[src/rtl/ysyx_24110006_uart_tx.sv]
// ysyx_24110006_uart_tx: AXI4-Lite transmit-only UART.
// A byte FIFO feeds an 8N1 serializer; STATUS reports FIFO and line state.
module ysyx_24110006_uart_tx #(
   parameter int DEPTH = 16,
   parameter int DIV   = 16
) (
   input  logic        i_clock,
   input  logic        i_reset,
   input  logic [31:0] i_axi_awaddr,
   input  logic        i_axi_awvalid,
   output logic        o_axi_awready,
   input  logic [31:0] i_axi_wdata,
   input  logic [3:0]  i_axi_wstrb,
   input  logic        i_axi_wvalid,
   output logic        o_axi_wready,
   output logic [1:0]  o_axi_bresp,
   output logic        o_axi_bvalid,
   input  logic        i_axi_bready,
   input  logic [31:0] i_axi_araddr,
   input  logic        i_axi_arvalid,
   output logic        o_axi_arready,
   output logic [31:0] o_axi_rdata,
   output logic [1:0]  o_axi_rresp,
   output logic        o_axi_rvalid,
   input  logic        i_axi_rready,
   output logic        o_tx
);

   localparam int AW = $clog2(DEPTH);
   localparam int CW = AW + 1;
   localparam int DW = $clog2(DIV);

   localparam logic [1:0] OKAY   = 2'b00;
   localparam logic [1:0] SLVERR = 2'b10;

   localparam logic [3:0] OFF_TXDATA = 4'h0;
   localparam logic [3:0] OFF_STATUS = 4'h4;

   localparam logic [CW-1:0] FULL_CNT  = CW'(DEPTH);
   localparam logic [DW-1:0] LAST_TICK = DW'(DIV - 1);

   typedef enum logic [1:0] {
      IDLE,
      START,
      DATA,
      STOP
   } state_t;

   // FIFO storage and bookkeeping
   logic [7:0]    mem [DEPTH];
   logic [AW-1:0] wptr;
   logic [AW-1:0] rptr;
   logic [CW-1:0] count;
   logic          full;
   logic          empty;

   // AXI response registers
   logic          bvalid;
   logic [1:0]    bresp;
   logic          rvalid;
   logic [1:0]    rresp;
   logic [31:0]   rdata;

   // serializer state
   state_t        state;
   logic [7:0]    shreg;
   logic [DW-1:0] tick;
   logic [2:0]    bit_idx;
   logic          tx;
   logic          busy;
   logic          tick_end;

   // handshakes and decode
   logic          wr_fire;
   logic          rd_fire;
   logic          wr_txdata;
   logic          push;
   logic          pop;
   logic [1:0]    wr_resp;
   logic [1:0]    rd_resp;
   logic [31:0]   rd_data;
   logic [31:0]   status;

   logic          unused_bits;

   assign unused_bits = ^{i_axi_awaddr[31:4], i_axi_araddr[31:4],
                          i_axi_wdata[31:8], i_axi_wstrb[3:1]};

   assign full  = (count == FULL_CNT);
   assign empty = (count == '0);
   assign busy  = (state != IDLE);

   assign o_axi_awready = !bvalid;
   assign o_axi_wready  = !bvalid;
   assign o_axi_arready = !rvalid;

   assign o_axi_bvalid = bvalid;
   assign o_axi_bresp  = bresp;
   assign o_axi_rvalid = rvalid;
   assign o_axi_rresp  = rresp;
   assign o_axi_rdata  = rdata;
   assign o_tx         = tx;

   assign wr_fire   = i_axi_awvalid && i_axi_wvalid && !bvalid;
   assign rd_fire   = i_axi_arvalid && !rvalid;
   assign wr_txdata = (i_axi_awaddr[3:0] == OFF_TXDATA);

   // fullness is the registered value, so a same-cycle pop never admits a push
   assign push = wr_fire && wr_txdata && i_axi_wstrb[0] && !full;

   // the serializer only looks at the registered count, so a fresh push waits a cycle
   assign pop = (state == IDLE) && !empty;

   assign tick_end = (tick == LAST_TICK);

   assign status = {16'h0, 8'(count), 5'h0, busy, empty, full};

   // write response: a full FIFO with the low byte strobed is the only TXDATA error
   always_comb begin
      wr_resp = SLVERR;
      if (wr_txdata) begin
         wr_resp = (i_axi_wstrb[0] && full) ? SLVERR : OKAY;
      end
   end

   // read decode: only STATUS is readable
   always_comb begin
      rd_data = 32'h0;
      rd_resp = SLVERR;
      if (i_axi_araddr[3:0] == OFF_STATUS) begin
         rd_data = status;
         rd_resp = OKAY;
      end
   end

   // write response channel: raise after accept, hold until bready
   always_ff @(posedge i_clock or posedge i_reset) begin
      if (i_reset) begin
         bvalid <= 1'b0;
         bresp  <= OKAY;
      end else if (wr_fire) begin
         bvalid <= 1'b1;
         bresp  <= wr_resp;
      end else if (bvalid && i_axi_bready) begin
         bvalid <= 1'b0;
      end
   end

   // read data channel: capture at accept, hold until rready
   always_ff @(posedge i_clock or posedge i_reset) begin
      if (i_reset) begin
         rvalid <= 1'b0;
         rresp  <= OKAY;
         rdata  <= 32'h0;
      end else if (rd_fire) begin
         rvalid <= 1'b1;
         rresp  <= rd_resp;
         rdata  <= rd_data;
      end else if (rvalid && i_axi_rready) begin
         rvalid <= 1'b0;
      end
   end

   // FIFO payload; contents are discarded on reset through the pointers
   always_ff @(posedge i_clock) begin
      if (push) begin
         mem[wptr] <= i_axi_wdata[7:0];
      end
   end

   // FIFO pointers wrap naturally since DEPTH is a power of two
   always_ff @(posedge i_clock or posedge i_reset) begin
      if (i_reset) begin
         wptr  <= '0;
         rptr  <= '0;
         count <= '0;
      end else begin
         if (push) begin
            wptr <= wptr + AW'(1);
         end
         if (pop) begin
            rptr <= rptr + AW'(1);
         end
         unique case ({push, pop})
            2'b10:   count <= count + CW'(1);
            2'b01:   count <= count - CW'(1);
            default: count <= count;
         endcase
      end
   end

   // 8N1 serializer; tx is set on each transition so it is valid for the whole state
   always_ff @(posedge i_clock or posedge i_reset) begin
      if (i_reset) begin
         state   <= IDLE;
         shreg   <= 8'h0;
         tick    <= '0;
         bit_idx <= 3'd0;
         tx      <= 1'b1;
      end else begin
         unique case (state)
            IDLE: begin
               tx      <= 1'b1;
               tick    <= '0;
               bit_idx <= 3'd0;
               if (!empty) begin
                  shreg <= mem[rptr];
                  state <= START;
                  tx    <= 1'b0;
               end
            end
            START: begin
               if (tick_end) begin
                  state   <= DATA;
                  tick    <= '0;
                  bit_idx <= 3'd0;
                  tx      <= shreg[0];
               end else begin
                  tick <= tick + DW'(1);
               end
            end
            DATA: begin
               if (tick_end) begin
                  tick <= '0;
                  if (bit_idx == 3'd7) begin
                     state   <= STOP;
                     bit_idx <= 3'd0;
                     tx      <= 1'b1;
                  end else begin
                     bit_idx <= bit_idx + 3'd1;
                     tx      <= shreg[bit_idx + 3'd1];
                  end
               end else begin
                  tick <= tick + DW'(1);
               end
            end
            STOP: begin
               if (tick_end) begin
                  state <= IDLE;
                  tick  <= '0;
                  tx    <= 1'b1;
               end else begin
                  tick <= tick + DW'(1);
               end
            end
            default: begin
               state <= IDLE;
               tx    <= 1'b1;
            end
         endcase
      end
   end

endmodule

[config.mk]
export PLATFORM = sky130hd
export DESIGN_NAME = ysyx_24110006_uart_tx
export DESIGN_NICKNAME = d
export VERILOG_FILES = /design/src/rtl/ysyx_24110006_uart_tx.sv
export SDC_FILE = /design/constraint.sdc
export NUM_CORES = 1
export LEC_CHECK = 0
export ABC_AREA = 0
export CAP_MARGIN = 20
export CORE_MARGIN = 4
export CORE_UTILIZATION = 55
export DETAILED_ROUTE_END_ITERATION = 10
export GPL_TIMING_DRIVEN = 0
export MAX_ROUTING_LAYER = met4
export PLACE_DENSITY_LB_ADDON = 0.25
export SLEW_MARGIN = 10
export SYNTH_ARGS = -nofsm -noshare
export SYNTH_HDL_FRONTEND = slang
export SYNTH_SLANG_ARGS = --single-unit
[constraint.sdc]
create_clock -name i_clock -period 8.3 [get_ports i_clock]
set_input_delay 1.66 -clock i_clock [delete_from_list [all_inputs] [get_ports i_clock]]
set_output_delay 1.66 -clock i_clock [all_outputs]
set_load 0.005 [all_outputs]
# After elaboration in Yosys (flattened, before gate mapping)
# Memories as Yosys holds them, arrays and structs flattened. A register that Yosys moved wholly into a read port is not among the register bits.
# Cells that the tools add are included.
# totals
wordCells	93
ramBits	128
register_bits	61
out_inout_bits	42
mem_count	1
input_bits	107
# classes
n_reduce_logical	27
bitwise_logic	1
addsub	6
n_mux	31
n_eq_ne	14
magnitude_cmp	1
# memory_table
name	words	width	read_ports	rd_clocked_by_memory_dff	wr	line	text
mem	16	8	1	1	1	50	logic [7:0] mem [DEPTH];
# op_table
op	count
two-way mux 2 bit	8
two-way mux 13 bit	1
adder 4 x 1 -> 4 bit, second input constant	3
two-way mux 1 bit	12
logical AND 1 bit	10
!= test 2 bit, second input constant	5
one-hot mux 5 bit (2 select lines)	1
two-way mux 3 bit	3
one-hot mux 3 bit (3 select lines)	1
one-hot mux 2 bit (4 select lines)	1
one-hot mux 4 bit (2 select lines)	1
nonzero test 2 bit	4
equality test 2 bit, second input constant	3
AND reduction 3 bit	2
adder 5 x 1 -> 5 bit, second input constant	1
equality test 5 bit, second input constant	1
zero test 5 bit	1
AND reduction 5 bit	1
subtractor 5 x 1 -> 5 bit, second input constant	1
equality test 2 x 1 -> 1 bit, second input constant	2
equality test 4 x 3 -> 1 bit, second input constant	1
equality test 4 bit, second input constant	1
zero test 1 bit	4
zero test 4 bit	1
11 further kinds	11

# Depth between registers and ports, before layout
# depth
depth_word	7
ltp_mapped	12
mapped_depth_nobuf	11

# Worst setup path before layout
# No wires, ideal clock.
# synth_path
path_kind	input port to flip-flop
start	in i_axi_awaddr[1]
end	reg count[4]
setup_ps	135
t_required_ps	8165
setup_slack_ps	4073
arrival_ps	4093
path_stages	11
path_buffers	1
path_cell_list	or4_4 -> a2111oi_4 -> inv_1 -> ha_1 -> clkbuf_1 -> xor2_1 -> ha_1 -> and3b_1 -> o21ai_0 -> a31oi_1 -> xor2_1
# synth_between
elab_chain_cells	6
elab_cells_between_ends	8
cone_classes	eq/ne (2); mux (1); reduce/logical (5)
# synth_rtl
element	line	text
start, declared	9	input logic [31:0] i_axi_awaddr,
zero test 4 bit *	106	assign wr_txdata = (i_axi_awaddr[3:0] == OFF_TXDATA);
logical AND 1 bit * (3 in a row)	109	assign push = wr_fire && wr_txdata && i_axi_wstrb[0] && !full;
equality test 2 x 1 -> 1 bit / equality test 2 bit (equally long branches)	184	unique case ({push, pop})
one-hot mux 5 bit (2 select lines) / nonzero test 2 bit (equally long branches)	-	
end signal, assigned	185	2'b10: count <= count + CW'(1);
end signal, assigned	186	2'b01: count <= count - CW'(1);
end signal, assigned	187	default: count <= count;
end, declared	53	logic [CW-1:0] count;
# Every way passes the cells marked *; elsewhere a longest branch is shown, timed or not.
# A chain may end at the register's enable or synchronous reset.

# Worst setup path after layout
# Ends and elaborated chain as after synthesis.

==> impl_summary.log <==
[metrics] result of the run: finished, final reports clean
[metrics] DRC: 0
[metrics] worst skew pair latency: around 0.42 ns
[metrics] width of the chip: roughly 120 um
[metrics] drt initial violations: 313
[metrics] pin count of the biggest net entering global routing: 24
[metrics] wire length per cell: 19.2 um
[metrics] gate count after technology mapping: approximately 430
[metrics] sequential element share of the synthesized area: 68.0%
[metrics] Vias per Instance: 5.52
[metrics] synthesized-area fraction occupied by adder cells: 2.77%
[metrics] pre-CTS WS: about 3.4 ns
[metrics] top achievable clock speed: roughly 0.23 GHz
[metrics] H-tree depth: 4
[metrics] cell type contributing the most total cell area after synthesis: edfxtp_1
[metrics] share of cell area taken by muxes after synthesis: a little over an eighth
[metrics] Setup TNS Final: 0 ns
[metrics] count of buffers from port buffering: 39
[metrics] post-CTS repair timing setup buffer count: 0
[metrics] quantity of hold-fixing buffers added after cts: 0
[metrics] Slew @ Worst Pin: 0.963 ns
[metrics] setup repair after global routing missed its margin: no
[metrics] routability congestion estimate: roughly 0.91
[metrics] largest family of logic cells by synthesized area: multiplexers
[metrics] Hold Violations, Final: 0
[metrics] worst path setup slack after routing: 3.86 ns
[metrics] top cells by area in the synthesized netlist: edfxtp_1 (53%), dfrtp_1 (15%), mux4_2 (11%), buf_4 (2.8%), ha_1 (2.8%)
[metrics] Clk pin slew, worst setup/hold paths: approximately 0.060 ns
[metrics] static leakage power: approximately 3.2 nW
[metrics] area share of xor/xnor cells in the synthesized design: under 10%
[metrics] final count of negative-setup-slack endpoints: 0
[metrics] WS Path Type: in -> reg
[metrics] nature of the critical path startpoint: primary input
[metrics] count of cells resized by post-cts repair: 0
[metrics] max_slew headroom: a little over a third
[metrics] net count of the finished layout: ~640
[metrics] number of warnings issued by yosys: 0
[metrics] site row count: between 40 and 50
[metrics] maximum buffer depth of the clock tree: 2
[metrics] final critical path time including I/O delays and setup: around 4.4 ns
[metrics] area share of and/or/nand/nor cells after synthesis: roughly 5%
[metrics] dpl cell area: about 8000 um^2
[metrics] first-pass GRT wire length: 21100 um
[metrics] # clock sinks: 171
[metrics] final std cell area, no fill: around 8600 um^2
[metrics] detailed-router iteration count before antenna repair: 5
[metrics] FFs w/ async S/R, synth: between 20% and 30%
[metrics] Die Outline Area: ~15000 um^2
[metrics] buffer type at the clock tree root: clkbuf_16
[metrics] overall track demand over capacity in global routing: about a fifth
[metrics] WP data arrival: approximately 4.7 ns
[metrics] leading cell types by count after synthesis: edfxtp_1 (128), dfrtp_1 (42), mux4_2 (34), buf_4 (27), nand2_1 (27)
[metrics] critical hold path startpoint: o_axi_rdata[2]
[metrics] unique cell type count in the Yosys netlist: between 40 and 50
[metrics] required time of the critical path: 8.60 ns
[metrics] source of the worst register-to-register timing path: count[1]
[metrics] Power, Total: ~2.6 mW
[metrics] launching element of the worst setup path: i_axi_awaddr[1]
[metrics] TritonCTS buffer count: 17
[metrics] number of pins with negative max-slew slack in the final report: 0
[metrics] maximum resistive drop on vdd: approximately 0.00016 V
[metrics] layout overhead on the synthesized area: 18.4%
[metrics] CTS tree: yes
[metrics] reported max-cap violation count: 0
[metrics] Synth Cell Area: 7230 um^2
[metrics] vias post-DR: approximately 3900
[metrics] share of the synthesized area in compound gates (AO/OA/AOI/OAI): under 10%
[metrics] Die Y-Extent: between 100 and 150 um
[metrics] initial antenna violation count: 0
[metrics] I/O pins: 149
[metrics] register bit total from synthesis: about 170
[metrics] Initial Util: 56.6%
[metrics] worst min-delay path class: reg -> reg
[metrics] count of antenna diodes in the layout: 0
[metrics] slowest cell on the critical path: a2111oi_4
[metrics] final clock period utilization by the worst path: a little over half
[metrics] most common cell in the synthesized netlist: edfxtp_1
[metrics] core region area: approximately 13000 um^2
[metrics] remaining number of nets flagged by the antenna check after routing: 0
[metrics] overall routed net length: between 10000 and 15000 um
[metrics] top_reg_cell synth: edfxtp_1
[metrics] number of global-route vias before repair: 3880
[metrics] power density relative to cell area: between 300 and 400 nW/um^2
[metrics] remaining global-route overflow: 0
[metrics] HPWL after DPL: just over 9000 um
[metrics] worst setup skew after layout: between 0.01 and 0.015 ns
[metrics] Crit. End Element: flip-flop
[metrics] area fraction of the dominant cell type after synthesis: a little over half
[metrics] worst-path fanout max: 9
[metrics] mean instance size in the synthesized netlist: 16.7 um^2
[metrics] EDFF count, synth: 128
[metrics] delay of the slowest cell on the worst path: approximately 0.6 ns
[metrics] crit path cell chain: clkdlybuf4s50_1, or4_4, a2111oi_4, inv_1, ha_1, clkbuf_1, xor2_1, ha_1, and3b_1, o21ai_0, a31oi_1, xor2_1
[metrics] share of final-layout standard cells stronger than drive strength 1: 21.2%
==> report_power, final <==
part	internal [mW]	switching [mW]
Clock	0.443	0.321
Sequential	0.997	0.0524
Combinational	0.376	0.407
Total	1.82	0.781
==> worst max-delay path, delay by kind of cell <==
family                     cells  cell delay (ns)
buffers and inverters          3             0.72
adders and majority gates      2             0.44
xor gates and xnor gates       2             0.34
AOI/OAI and AO/OA              3             0.84
and+or+nand+nor                2             0.74
==> per-stage QoR <==
step | hold WS (ns) | instances | utilization, %
4_1_cts | 0.496 | 704 | 67.0
3_5_place_dp | 0.481 | 672 | 62.5
3_3_place_gp | 0.467 | 669 | 62.1
6_report | 0.487 | 704 | 67.0
5_1_grt | 0.521 | 704 | 67.0
2_1_floorplan | 0.451 | 458 | -
==> final timing paths <==
kind	endpoint	slack [ns]	depth (start not counted)
max reg2reg	count[4]	5.20	12
max in group asynchronous	rptr[3]	6.25	3
max	count[4]	3.86	12
min	o_axi_rdata[2]	0.49	2
min reg2reg	o_axi_rdata[2]	0.49	2
min in group asynchronous	shreg[3]	1.57	2
==> final cells by class <==
class	count	area (um^2)
flip-flops and latches	171	4920
plain buffers	46	282
repair buffers	42	430
fillers	861	4210
inverters	14	52.6
clock buffers	17	425
well taps	172	215
multi-input cells	227	2090
clock inverters	15	148
==> metal layers <==
| metal | part of all wire [%] | global-route usage [%] | vias up |
|---|---|---|---|
| li1 | - | - | 1775 |
| met1 | 41 | 25.5 | 1932 |
| met2 | 50 | 32.2 | 155 |
| met3 | 6.8 | 4.65 | 21 |
| met4 | 1.7 | 6.51 | 0 |
| met5 | 0 | - | - |
==> sequential cells by signal, summed over array words and instances (netlist names) <==
register      count
o_axi_bresp       1
o_axi_rvalid      1
tick              4
o_axi_rresp       1
o_axi_rdata       8
count             5
o_axi_bvalid      1
o_tx              1
shreg             8
rptr              4
state             2
mem             128
wptr              4
bit_idx           3
==> cells in the final DEF, fill, tap and decap left out, types with 5 or more instances in the layout <==
cell	netlist	routed
ha_1	16	16
o221ai_1	8	8
dfrtp_1	42	42
clkbuf_1	11	11
inv_1	14	13
mux4_2	34	34
mux2i_1	17	17
clkdlybuf4s50_1	0	39
nand2_1	27	27
clkbuf_16	0	17
xnor2_1	7	7
buf_2	6	7
xor2_1	5	5
nor2_1	19	19
buf_4	27	28
o21ai_0	10	10
edfxtp_1	128	128
conb_1	1	26
nand2b_1	5	5
a22o_1	6	6
clkinv_2	0	5
==> cell families (layout without fill, tap and decap cells) <==
kind of cell | after synthesis | after routing
multiplexers | 54 | 54
AO/OA/AOI/OAI | 44 | 44
other | 1 | 26
buffers and inverters | 60 | 134
AND/OR/NAND/NOR | 75 | 75
XOR/XNOR | 12 | 12
flip-flops | 171 | 171
adder cells (fa/ha/maj) | 16 | 16
Note: power is estimated with default switching activity, not from simulation.
